==> config.mk <==
export PLATFORM = sky130hd
export DESIGN_NAME = uart_rx
export DESIGN_NICKNAME = d
export VERILOG_FILES = /design/src/rtl/uart_pkg.sv /design/src/rtl/uart_sync.sv /design/src/rtl/uart_rx.sv
export SDC_FILE = /design/constraint.sdc
export NUM_CORES = 1
export LEC_CHECK = 0
export CORE_MARGIN = 3
export CORE_UTILIZATION = 35
export DETAILED_ROUTE_END_ITERATION = 8
export SLEW_MARGIN = 5
export SYNTH_ARGS = -nofsm -noshare
export SYNTH_HDL_FRONTEND = slang
export SYNTH_HIERARCHICAL = 1
export SYNTH_SLANG_ARGS = --single-unit
==> constraint.sdc <==
create_clock -name clk -period 2.03 [get_ports clk]
set_clock_uncertainty 0.2 [all_clocks]
set_input_delay 0.203 -clock clk [delete_from_list [all_inputs] [get_ports clk]]
set_output_delay 0.203 -clock clk [all_outputs]
set_load 0.01 [all_outputs]
==> src/rtl/uart_pkg.sv <==
// Shared UART definitions: receiver/transmitter state encoding, default line
// rates and the clocks-per-bit computation.
package uart_pkg;

   typedef enum logic [1:0] {
      IDLE,
      START,
      DATA,
      STOP
   } uart_state_t;

   localparam int DEF_CLK_FREQ = 50_000_000;
   localparam int DEF_BAUD     = 9600;

   function automatic int calc_bit_cyc(input int clk_freq, input int baud);
      return clk_freq / baud;
   endfunction

endpackage

==> src/rtl/uart_sync.sv <==
// Two-flop synchronizer for an asynchronous single-bit input, with a
// parameterised reset value so an idle-high line reads as idle out of reset.
module uart_sync #(
   parameter logic RST_VAL = 1'b1
) (
   input  logic clk,
   input  logic rst,
   input  logic d,
   output logic q
);

   logic meta;

   always_ff @(posedge clk or posedge rst) begin
      if (rst) begin
         meta <= RST_VAL;
         q    <= RST_VAL;
      end else begin
         meta <= d;
         q    <= meta;
      end
   end

endmodule

==> src/rtl/uart_rx.sv <==
// 8N1 UART receiver with a one-byte holding register, frame error pulse and
// sticky overrun. Define UART_RX_MAJORITY_EN for 2-of-3 majority sampling.
//
// state | meaning
// IDLE  | line idle, waiting for a 1->0 edge on the synchronized line
// START | timing to the start-bit midpoint; a high sample rejects the glitch
// DATA  | sampling 8 data bits LSB first, one per bit period
// STOP  | sampling the stop bit; 1 loads the byte, 0 pulses frame_err
module uart_rx
   import uart_pkg::*;
#(
   parameter int CLK_FREQ = DEF_CLK_FREQ,
   parameter int BAUD     = DEF_BAUD
) (
   input  logic       clk,
   input  logic       rst,
   input  logic       rx,
   input  logic       read_en,
   output logic [7:0] data,
   output logic       data_valid,
   output logic       frame_err,
   output logic       overrun
);

   localparam int BIT_CYC  = calc_bit_cyc(CLK_FREQ, BAUD);
   localparam int HALF_CYC = BIT_CYC / 2;
   localparam int CNT_W    = $clog2(BIT_CYC);

   localparam logic [CNT_W-1:0] BIT_LAST = CNT_W'(BIT_CYC - 1);

   logic rx_s;
   logic rx_prev;
   logic sample;

   uart_sync #(
      .RST_VAL(1'b1)
   ) u_sync (
      .clk(clk),
      .rst(rst),
      .d  (rx),
      .q  (rx_s)
   );

`ifdef UART_RX_MAJORITY_EN
   // Majority decisions land one cycle after the nominal target so the
   // target+1 sample exists; every later decision inherits the same offset.
   localparam logic [CNT_W-1:0] START_TGT = CNT_W'(HALF_CYC);

   logic [1:0] rx_hist;

   always_ff @(posedge clk or posedge rst) begin
      if (rst) rx_hist <= 2'b11;
      else     rx_hist <= {rx_hist[0], rx_s};
   end

   assign rx_prev = rx_hist[0];
   assign sample  = (rx_hist[1] & rx_hist[0]) | (rx_hist[1] & rx_s) |
                    (rx_hist[0] & rx_s);
`else
   localparam logic [CNT_W-1:0] START_TGT = CNT_W'(HALF_CYC - 1);

   logic rx_hist;

   always_ff @(posedge clk or posedge rst) begin
      if (rst) rx_hist <= 1'b1;
      else     rx_hist <= rx_s;
   end

   assign rx_prev = rx_hist;
   assign sample  = rx_s;
`endif

   uart_state_t      state;
   logic [CNT_W-1:0] cnt;
   logic [2:0]       bit_cnt;
   logic [7:0]       shift_reg;

   always_ff @(posedge clk or posedge rst) begin
      if (rst) begin
         state      <= IDLE;
         cnt        <= '0;
         bit_cnt    <= '0;
         shift_reg  <= '0;
         data       <= 8'h00;
         data_valid <= 1'b0;
         frame_err  <= 1'b0;
         overrun    <= 1'b0;
      end else begin
         frame_err <= 1'b0;
         if (read_en && data_valid) begin
            data_valid <= 1'b0;
            overrun    <= 1'b0;
         end
         case (state)
            IDLE: begin
               cnt     <= '0;
               bit_cnt <= '0;
               if (rx_prev && !rx_s) state <= START;
            end
            START: begin
               if (cnt == START_TGT) begin
                  cnt   <= '0;
                  state <= sample ? IDLE : DATA;
               end else begin
                  cnt <= cnt + CNT_W'(1);
               end
            end
            DATA: begin
               if (cnt == BIT_LAST) begin
                  cnt       <= '0;
                  shift_reg <= {sample, shift_reg[7:1]};
                  bit_cnt   <= bit_cnt + 3'd1;
                  if (bit_cnt == 3'd7) state <= STOP;
               end else begin
                  cnt <= cnt + CNT_W'(1);
               end
            end
            STOP: begin
               if (cnt == BIT_LAST) begin
                  cnt   <= '0;
                  state <= IDLE;
                  if (sample) begin
                     data       <= shift_reg;
                     data_valid <= 1'b1;
                     // A same-cycle read frees the holder, so nothing is lost.
                     if (data_valid && !read_en) overrun <= 1'b1;
                  end else begin
                     frame_err <= 1'b1;
                  end
               end else begin
                  cnt <= cnt + CNT_W'(1);
               end
            end
            default: state <= IDLE;
         endcase
      end
   end

endmodule

==> results.md <==
- Outcome: finished, final reports clean
- Critical Path Slowest Stage Cell: sky130_fd_sc_hd__or4_4
- Hold-fix buffers at CTS: 0
- Largest register FFs: 13
- #FFs+latches synth: 40
- Sequential element share of the synthesized area: 0.556
- CTS tree: done
- Post-synthesis cell type count: 34
- Net switching share of the total power: 0.261
- Maximum number of pins on one net before global-route repair: 39
- Die height: 77.8 um
- CP required: 2000 ps
- Hold Violations, Final: 0
- Clk buf depth: 2
- Least setup slack across all paths after layout: 47.5 ps
- Root buffer cell: sky130_fd_sc_hd__clkbuf_8
- Initial antenna violation count: 0
- Count of TritonRoute iterations in the first routing pass: 4
- Clock latency on the worst-skew pair: 290 ps
- Commonest non-fill, non-tap cell in the layout: sky130_fd_sc_hd__dfrtp_1
- Critical Setup Path Class: flop to flop
- Combinational fraction of design power: 0.198
- DP Worst Slack: -12.4 ps
- Final Routed Wirelength: 3200 um
- Max FO, Critical Path: 10
- Number of max-slew violations in the final report: 0
- Static Leakage: 1.04 nW
- VDD IR max: 340 uV
- Critical path endpoint category: flop
- Initial Utilization: 0.373
- Power spent charging and discharging nets: 0.464 mW
- Global-route usage over all layers: 0.116
- Final critical-path required period: 1980 ps
- Transition time at the pin with the least slew margin: 471 ps
- Wire length of the first global-routing pass: 5530 um
- Internal power of the cells: 1.31 mW
- Die area: 0.00606 sq mm
- Slew margin rel.: 0.686
- Average routed wire per standard cell: 12.4 um
- Portion of the clock cycle consumed by the worst path in the final layout: 0.977
- Yosys synthesis warning count: 6
- Max-cap check violation count: 0
- Arrival time worst endpoint: 1960 ps
- Biggest area contributors in the synthesized netlist: sky130_fd_sc_hd__dfrtp_1, sky130_fd_sc_hd__mux2_4, sky130_fd_sc_hd__mux2_2
- Total of buffers placed on input and output ports: 14
- Post-synth EDFFs: 0
- Number of buffers inserted during clock tree synthesis: 5
- Post-synth top flop: sky130_fd_sc_hd__dfrtp_1
- Global-route congestion overflow total: 0
- Number of instances in the placed design: 246
- Area of the mapped netlist: 0.00181 sq mm
- Fraction of final layout cells sized beyond drive strength 1: 0.295
- Total core area: 0.00485 sq mm
- Post-detailed-route via-to-cell ratio: 4.78
- Antenna Nets Post-Route: 0
- Synthesized net count: 157
- Synth area leader: sky130_fd_sc_hd__dfrtp_1
- F_max: 504 MHz
- DRC violations left: 0
- Via count of the first global-routing pass: 1168
- Share of async-settable or async-resettable flops after synthesis: 1.00
- Final weighted congestion of routability-driven global placement: 0.786
- Relative contribution of the clock network to total power: 0.297
- Drt initial violations: 61
- RSZ-0062 raised after global routing: true
- Number of nets in the layout: 196
- Detailed Place HPWL: 2370 um
- Final setup vio count: 0
- # clock sinks: 40
- Syn-to-layout area delta: 27.3%
- Class of the most critical hold timing path: input port to async pin
- Share of the synthesized area in the top cell type: 0.512
- Post-synthesis instance total: 150
- Diodes inserted: 0
- Utilization after layout: 0.474
- Synth Area per Inst: 12.0 sq um
- Number of rows created at floorplan: 25
- Number of ports placed on the die boundary: 15
- Series of cell instances along the critical path: ha_4, nand4bb_1, or4_4, buf_6, mux2_4
- Worst stage delay on the critical path: 500 ps
- Via count of the routed design: 1229
- Portion of total power attributed to sequential cells: 0.505
- Kind of launch point of the worst setup path: flop
- Worst-path clk slew: 70 ps
- Htree depth: 2
- Count of placed standard cells in the final layout, fillers left out: 257
- Smallest hold slack: 67.1 ps
- Chip width: 77.8 um
- Commonest cells after routing, fill and taps aside: sky130_fd_sc_hd__dfrtp_1, sky130_fd_sc_hd__buf_4, sky130_fd_sc_hd__nor2_1
- Power per standard cell area: 773 mW/mm^2
power by group through the flow:
stage | registers, mW | clock network [mW] | logic (mW)
after floorplan | 0.921 | 0 | 0.150
after global placement | 0.902 | 0 | 0.283
after detailed placement | 0.910 | 0 | 0.296
after CTS | 0.892 | 0.548 | 0.315
after global routing | 0.904 | 0.586 | 0.400
final | 0.898 | 0.528 | 0.352
routing by layer:
layer / track usage / up-vias / share of wire
li1: - / 606 / -
met1: 0.146 / 598 / 0.45
met2: 0.186 / 20 / 0.50
met3: 0.0313 / 5 / 0.035
met4: 0.0480 / 0 / 0.013
met5: 0 / - / 0
cells in the mapped netlist (2+ instances only):
library cell	number
sky130_fd_sc_hd__o21ai_0	2
sky130_fd_sc_hd__clkbuf_1	2
sky130_fd_sc_hd__inv_1	7
sky130_fd_sc_hd__nor2_1	16
sky130_fd_sc_hd__mux2_4	8
sky130_fd_sc_hd__dfrtp_1	37
sky130_fd_sc_hd__nand3_1	13
sky130_fd_sc_hd__dfstp_2	3
sky130_fd_sc_hd__nor4_1	2
sky130_fd_sc_hd__nand2_1	9
sky130_fd_sc_hd__nor3_1	5
sky130_fd_sc_hd__mux2_2	8
sky130_fd_sc_hd__o41ai_1	2
sky130_fd_sc_hd__ha_1	3
sky130_fd_sc_hd__xnor2_1	9
sky130_fd_sc_hd__nor2b_1	2
sky130_fd_sc_hd__nand4bb_1	2
sky130_fd_sc_hd__xor2_1	2
sky130_fd_sc_hd__nor4b_1	2
sky130_fd_sc_hd__nor4bb_1	2
critical path: cells and delay by family (launching register included):
family / cells / cell delay, ps
muxes: 1 / 300
DFF: 1 / 390
buffers and inverters: 1 / 170
adders and majority gates: 1 / 160
and+or+nand+nor: 2 / 650
final cells by class:
type	instances	area, sq um
repair buffers	37	329
well taps	67	83.8
clock inverters	2	10.0
clock buffers	6	82.6
inverters	7	26.3
fillers	447	2550
multi-input cells	98	763
flip-flops and latches	40	1000
final timing paths:
| path | start | to | slack [ps] | depth (start not counted) |
|---|---|---|---|---|
| hold / removal | rst | u_sync/q$_DFF_PP1_ | 70 | 2 |
| setup reg to reg | cnt[0]$_DFF_PP0_ | data[3]$_DFFE_PP0P_ | 50 | 5 |
| min in group clk | rx | u_sync/meta$_DFF_PP1_ | 130 | 1 |
| hold reg to reg | u_sync/meta$_DFF_PP1_ | u_sync/q$_DFF_PP1_ | 160 | 0 |
| max in group asynchronous | rst | rx_hist$_DFF_PP1_ | 1130 | 3 |
| setup / recovery | cnt[0]$_DFF_PP0_ | data[3]$_DFFE_PP0P_ | 50 | 5 |
what timing repair did:
action,4_1_cts,5_1_grt
pin swaps,0,2
endpoints found under the setup margin,8,30
gates resized for setup,0,4
buffers inserted,1,2
per-stage QoR:
step	cell area, sq um	TNS, ps	total power [mW]
after floorplan	1810	0	1.07
after global placement	2150	0	1.19
after detailed placement	2150	-37.7	1.21
after CTS	2250	0	1.75
after global routing	2300	-56.1	1.89
final	2300	0	1.78
logic make-up (layout without fill, tap and decap cells):
family | count (synthesis) | in the layout | synth area share
XOR/XNOR | 11 | 11 | 0.0533
adder cells (fa/ha/maj) | 3 | 3 | 0.0208
flip-flops | 40 | 40 | 0.556
buffers and inverters | 12 | 52 | 0.0319
multiplexers | 16 | 16 | 0.116
AND/OR/NAND/NOR | 59 | 59 | 0.179
AO/OA/AOI/OAI | 9 | 9 | 0.0422
(Power assumes the default switching activity.)
